`src/rtl/ram256_arb_pkg.sv`:
```
// Shared types and constants for the two-port arbiter in front of the 256x8 RAM.
package ram256_arb_pkg;

  typedef enum logic [1:0] {
    IDLE   = 2'd0,
    A_LAST = 2'd1,
    B_LAST = 2'd2
  } arb_state_t;

  typedef struct packed {
    logic       we;
    logic [7:0] addr;
    logic [7:0] wdata;
  } ram_req_t;

  localparam int RUN_CNT_W = 4;

  // Encoding of the round-robin pointer: which port was granted most recently.
  localparam logic PORT_A = 1'b0;
  localparam logic PORT_B = 1'b1;

endpackage

```
`src/rtl/ram256_arb_rr_pick2.sv`:
```
// Combinational two-way winner selection: single requester wins, otherwise lock
// keeps the owner unless starved, else the port that was not served last wins.
module rr_pick2
  import ram256_arb_pkg::*;
(
  input  logic [1:0] req,
  input  logic       last,
  input  logic       lock_hold,
  input  logic       starved,
  output logic [1:0] gnt
);

  logic keep_owner;
  logic winner;

  always_comb begin
    gnt        = 2'b00;
    keep_owner = lock_hold && !starved;
    winner     = keep_owner ? last : ~last;
    case (req)
      2'b01:   gnt = 2'b01;
      2'b10:   gnt = 2'b10;
      2'b11:   gnt = (winner == PORT_B) ? 2'b10 : 2'b01;
      default: gnt = 2'b00;
    endcase
  end

endmodule

```
`src/rtl/ram256_arb.sv`:
```
// Arbiter/sequencer sharing one single-port 256x8 RAM between port A and port B,
// with round-robin, bounded lock bursts and a registered one-cycle read return.
module ram256_arb
  import ram256_arb_pkg::*;
#(
  parameter int STARVE_MAX = 4
) (
  input  logic       clk,
  input  logic       rst_n,
  input  logic       a_req,
  input  logic       a_we,
  input  logic [7:0] a_addr,
  input  logic [7:0] a_wdata,
  input  logic       a_lock,
  output logic       a_gnt,
  output logic       a_rvalid,
  output logic [7:0] a_rdata,
  input  logic       b_req,
  input  logic       b_we,
  input  logic [7:0] b_addr,
  input  logic [7:0] b_wdata,
  input  logic       b_lock,
  output logic       b_gnt,
  output logic       b_rvalid,
  output logic [7:0] b_rdata,
  output logic       ram_we,
  output logic [7:0] ram_addr,
  output logic [7:0] ram_din,
  input  logic [7:0] ram_dout
);

  localparam logic [RUN_CNT_W-1:0] STARVE_LIM = RUN_CNT_W'(STARVE_MAX);
  localparam logic [RUN_CNT_W-1:0] RUN_ONE    = RUN_CNT_W'(1);

  arb_state_t           state, state_nxt;
  logic                 last, last_nxt;
  logic                 lock_q, lock_nxt;
  logic [RUN_CNT_W-1:0] run_cnt, run_nxt;
  logic [1:0]           req, gnt;
  logic                 owner_req, lock_hold, starved;
  ram_req_t             ram_sel;
  logic                 vld_a_p1, vld_b_p1;
  logic [7:0]           rdata_a_p1, rdata_b_p1;

  function automatic logic [RUN_CNT_W-1:0] sat_inc(input logic [RUN_CNT_W-1:0] v);
    return (v == {RUN_CNT_W{1'b1}}) ? v : v + 1'b1;
  endfunction

  assign req       = {b_req, a_req};
  assign owner_req = (last == PORT_B) ? b_req : a_req;
  assign lock_hold = (state != IDLE) && lock_q && owner_req;
  assign starved   = (run_cnt >= STARVE_LIM);

  rr_pick2 u_pick (
    .req       (req),
    .last      (last),
    .lock_hold (lock_hold),
    .starved   (starved),
    .gnt       (gnt)
  );

  assign a_gnt = gnt[0];
  assign b_gnt = gnt[1];

  always_comb begin
    state_nxt = IDLE;
    last_nxt  = last;
    lock_nxt  = 1'b0;
    run_nxt   = '0;
    case (gnt)
      2'b01: begin
        state_nxt = A_LAST;
        last_nxt  = PORT_A;
        lock_nxt  = a_lock;
        if (b_req) run_nxt = (state == A_LAST) ? sat_inc(run_cnt) : RUN_ONE;
      end
      2'b10: begin
        state_nxt = B_LAST;
        last_nxt  = PORT_B;
        lock_nxt  = b_lock;
        if (a_req) run_nxt = (state == B_LAST) ? sat_inc(run_cnt) : RUN_ONE;
      end
      default: ;
    endcase
  end

  always_comb begin
    ram_sel = '0;
    if (gnt[0])      ram_sel = '{we: a_we, addr: a_addr, wdata: a_wdata};
    else if (gnt[1]) ram_sel = '{we: b_we, addr: b_addr, wdata: b_wdata};
  end

  assign ram_we   = ram_sel.we;
  assign ram_addr = ram_sel.addr;
  assign ram_din  = ram_sel.wdata;

  always_ff @(posedge clk or negedge rst_n) begin
    if (!rst_n) begin
      state   <= IDLE;
      last    <= PORT_B;
      lock_q  <= 1'b0;
      run_cnt <= '0;
    end else begin
      state   <= state_nxt;
      last    <= last_nxt;
      lock_q  <= lock_nxt;
      run_cnt <= run_nxt;
    end
  end

  // p1: read data captured at the grant edge, returned the following cycle
  always_ff @(posedge clk or negedge rst_n) begin
    if (!rst_n) begin
      vld_a_p1   <= 1'b0;
      vld_b_p1   <= 1'b0;
      rdata_a_p1 <= '0;
      rdata_b_p1 <= '0;
    end else begin
      vld_a_p1 <= gnt[0] && !a_we;
      vld_b_p1 <= gnt[1] && !b_we;
      if (gnt[0] && !a_we) rdata_a_p1 <= ram_dout;
      if (gnt[1] && !b_we) rdata_b_p1 <= ram_dout;
    end
  end

  assign a_rvalid = vld_a_p1;
  assign a_rdata  = rdata_a_p1;
  assign b_rvalid = vld_b_p1;
  assign b_rdata  = rdata_b_p1;

endmodule

```
`config.mk`:
```
export PLATFORM = sky130hd
export DESIGN_NAME = ram256_arb
export DESIGN_NICKNAME = d
export VERILOG_FILES = /design/src/rtl/ram256_arb_pkg.sv /design/src/rtl/ram256_arb_rr_pick2.sv /design/src/rtl/ram256_arb.sv
export SDC_FILE = /design/constraint.sdc
export NUM_CORES = 1
export LEC_CHECK = 0
export ABC_CLOCK_PERIOD_IN_PS = 3300
export BUFFER_PORTS_ARGS = -buffer_cell sky130_fd_sc_hd__buf_2
export CORE_MARGIN = 2
export CORE_UTILIZATION = 45
export CTS_CLUSTER_DIAMETER = 120
export DETAILED_ROUTE_END_ITERATION = 16
export GPL_TIMING_DRIVEN = 0
export HOLD_SLACK_MARGIN = 0.06
export PLACE_DENSITY = 0.78
export SLEW_MARGIN = 20
export SYNTH_ARGS = -nofsm -noshare
export SYNTH_HDL_FRONTEND = slang
export SYNTH_SLANG_ARGS = --single-unit
```
`constraint.sdc`:
```
create_clock -name clk -period 3.3 [get_ports clk]
set_input_delay 0 -clock clk [delete_from_list [all_inputs] [get_ports clk]]
set_output_delay 0 -clock clk [all_outputs]
set_load 0.01 [all_outputs]
```
==> results_dict.tcl <==
set metrics [dict create \
    outcome "completed" \
    hold_path.class "in2reg" \
    slew_violations 0 \
    fp.dieW_microns 61.84 \
    ios 85 \
    synth_top_area_share 0.4156 \
    cts_resized 0 \
    ant_nets 0 \
    area_growth_pct 42.31 \
    synthXorXnorAreaFrac 0.01164 \
    synth_cell_types 37 \
    powerDensity_nw_per_um2 476.6 \
    crit_arrival_ns 2.83 \
    drive_gt1_frac 0.3992 \
    synthTopCellsByArea "dfrtp_1, a22o_1, a221o_1" \
    setup.worst_path.class "reg2reg" \
    fp.dieH_microns 61.84 \
    finalSetupTns_ns 0 \
    layout.nets 303 \
    rsz0062_at_grt "no" \
    dp_cells 280 \
    busiest_layer "met2" \
    p_comb_frac 0.403 \
    finalHoldViolCount 0 \
    hpwl_mm 3.082 \
    drc 0 \
    post-route-period-util 0.7884 \
    num_vias 1510 \
    grt.met3_usage 0.04969 \
    cts_buffer_depth 2 \
    internal_power_uw 663.4 \
    port_buffers 83 \
    synth-seq-cells 26 \
    gp_congestion 0.7554 \
    yosys_most_used_dff "dfrtp_1" \
    drt_iter0_drc 44 \
    synth_top_family_by_area "compound AO/OA/AOI/OAI gates" \
    synth_fp_nets 202 \
    max_cap_viol_count 0 \
    max_freq_mhz 384.3 \
    antenna_found_initial 0 \
    fillCellCount 267 \
    overflow 0 \
    crit_fanout 10 \
    syn_area_per_cell_sq_um 9.838 \
    grtUsageMet1 0.2961 \
    wl_per_cell_microns 13.91 \
    synth_compound_area_frac 0.2527 \
    synth_enable_flop_cells 0 \
    max_slew.worst_pin.slew_ns 0.9958 \
    leakagePower_nw 1.101 \
    design_area_sq_um 2142 \
    synthCells 153 \
    async_flop_share 1.000 \
    power.switching_uw 357.4 \
    crit_required_ns 3.53 \
    seqPwrFrac 0.436 \
    startpoint_type "flop" \
    max_slew_margin 0.3310 \
    grt_max_degree 27 \
    synthAdderAreaFrac 0.008313 \
    setup_viol 0 \
    placed_area_sq_um 1976 \
    power_mw 1.021 \
    numCtsBuffers 3 \
    instances_no_fill 297 \
    drt_first_pass_iters 4 \
    grt_pass1_vias 1319 \
    ys_warn_count 0 \
    design.core.area_sq_um 3128 \
    netlist_area_sq_um 1505 \
    finClkSkew_ns 0.004441 \
    synth-seq-area-share 0.4331 \
    grt_pass1_wl_mm 5.927 \
    dieArea_sq_um 3824 \
    critPathCaptureType "flop" \
    initial_core_util 0.4812 \
    cts.sinks 26 \
    synth_area_leader_cell "dfrtp_1" \
    ir_worst_vdd_mv 0.3522 \
    fp-row-count 20 \
    synth-simple-area-share 0.2178 \
    swShare 0.3501 \
    avgViaCountPerCell 5.084 \
    clk_pin_slew_ns 0.14 \
    synthMuxAreaShare 0.01330 \
    grtUsageMet2 0.3323 \
    cts-root-buf "clkbuf_4" \
    p_clk_frac 0.161 \
    cts_tree "done" \
    fin_crit_ns 2.602 \
    totalWireLength_mm 4.132 \
    htree_num_levels 1 \
    clkLatencyLatePin_ns 0.33 \
    antenna_cells 0 \
    grt_util_all_layers 0.2093 \
]
## routing by layer
metal | wire (microns) | share of wire
met4 | 22 | 0.0053
met3 | 146 | 0.035
met1 | 1917 | 0.46
met5 | 0 | 0
met2 | 2045 | 0.49
## worst max-delay path, stage by stage (launching register included)
cell and delay (ns):
dfrtp_1 0.46, or3b_4 0.44, or4_1 0.49, nand3_2 0.11, inv_2 0.10, buf_6 0.16
a22o_1 0.21, dlygate4sd3_1 0.54
## state kept, by name, summed over array words and instances, names as in the netlist
name and count:
b_rdata 8, last 1, lock_q 1, b_rvalid 1, a_rdata 8, state 2, run_cnt 4, a_rvalid 1
## Yosys cell counts (2+ instances only)
cell type / n
dfrtp_1: 25
and2_1: 8
nor2_1: 3
a22o_1: 18
nor2b_1: 10
inv_1: 11
nand2b_1: 10
nand2_1: 9
a221o_1: 8
inv_2: 2
o221ai_1: 8
clkbuf_1: 3
nor3_1: 5
mux2i_1: 2
buf_2: 4
o31a_1: 2
nand3_1: 5
## cell usage in the layout, fill, tap and decap left out, types with 2 or more instances in the layout
| master | n |
|---|---|
| nand2_1 | 9 |
| nand2b_1 | 10 |
| a221o_1 | 8 |
| dlygate4sd3_1 | 13 |
| nor2b_1 | 10 |
| nand3_1 | 5 |
| clkbuf_4 | 3 |
| inv_1 | 11 |
| clkbuf_1 | 3 |
| o221ai_1 | 8 |
| dfrtp_1 | 25 |
| nor2_1 | 3 |
| o31a_1 | 2 |
| nor3_1 | 5 |
| buf_2 | 87 |
| inv_2 | 2 |
| mux2i_1 | 2 |
| a22o_1 | 18 |
| and2_1 | 8 |
## timing repair
action | 4_1_cts | 5_1_grt
endpoints found under the setup margin | 0 | 0
hold buffers | 13 | 0
hold endpoints to repair | 45 | 0
setup buffers | 0 | 0
## final cells by class
cell class / instances / area, sq um / area share
clock buffers: 4 / 36.28 / 0.01694
multi-input cells: 105 / 758.2 / 0.3540
well taps: 44 / 55.05 / 0.02570
inverters: 13 / 48.80 / 0.02278
repair buffers: 96 / 545.5 / 0.2547
plain buffers: 9 / 46.29 / 0.02161
flip-flops and latches: 26 / 651.9 / 0.3043
## metrics by stage
stage	hold slack, ns	worst slack [ns]	utilization
6_report	0.1277	0.6982	0.6848
5_1_grt	0.1817	0.5943	0.6848
4_1_cts	0.1276	0.6948	0.6848
3_5_place_dp	0.02531	1.220	0.6316
3_3_place_gp	0.02875	1.242	0.6316
2_1_floorplan	-0.2956	1.359	-
## worst paths after layout
| path | startpoint | endpoint | slack (ns) | cells past startpoint |
|---|---|---|---|---|
| max in group asynchronous | rst_n | last$_DFFE_PN1P_ | 2.75 | 2 |
| hold reg to reg | b_rdata[6]$_DFFE_PN0P_ | b_rdata[6]$_DFFE_PN0P_ | 0.53 | 2 |
| hold / removal | b_we | b_rvalid$_DFF_PN0_ | 0.13 | 3 |
| setup reg to reg | run_cnt[2]$_DFF_PN0_ | lock_q$_DFF_PN0_ | 0.70 | 7 |
| min in group asynchronous | rst_n | b_rvalid$_DFF_PN0_ | 0.18 | 2 |
| setup / recovery | run_cnt[2]$_DFF_PN0_ | lock_q$_DFF_PN0_ | 0.70 | 7 |
## power by group through the flow
stage,Sequential (mW),Clock (mW),Combinational (mW)
final,0.445,0.165,0.411
after detailed placement,0.449,0,0.400
after global routing,0.458,0.181,0.451
after floorplan,0.476,0,0.207
after CTS,0.445,0.167,0.413
after global placement,0.450,0,0.391
## logic make-up (layout without fill, tap and decap cells)
kind of cell / Yosys count / in the layout
AND/OR/NAND/NOR: 56 / 56
XOR/XNOR: 2 / 2
buffers and inverters: 22 / 122
adder cells (fa/ha/maj): 1 / 1
multiplexers: 2 / 2
AO/OA/AOI/OAI: 44 / 44
flip-flops: 26 / 26
(Power assumes the default switching activity.)
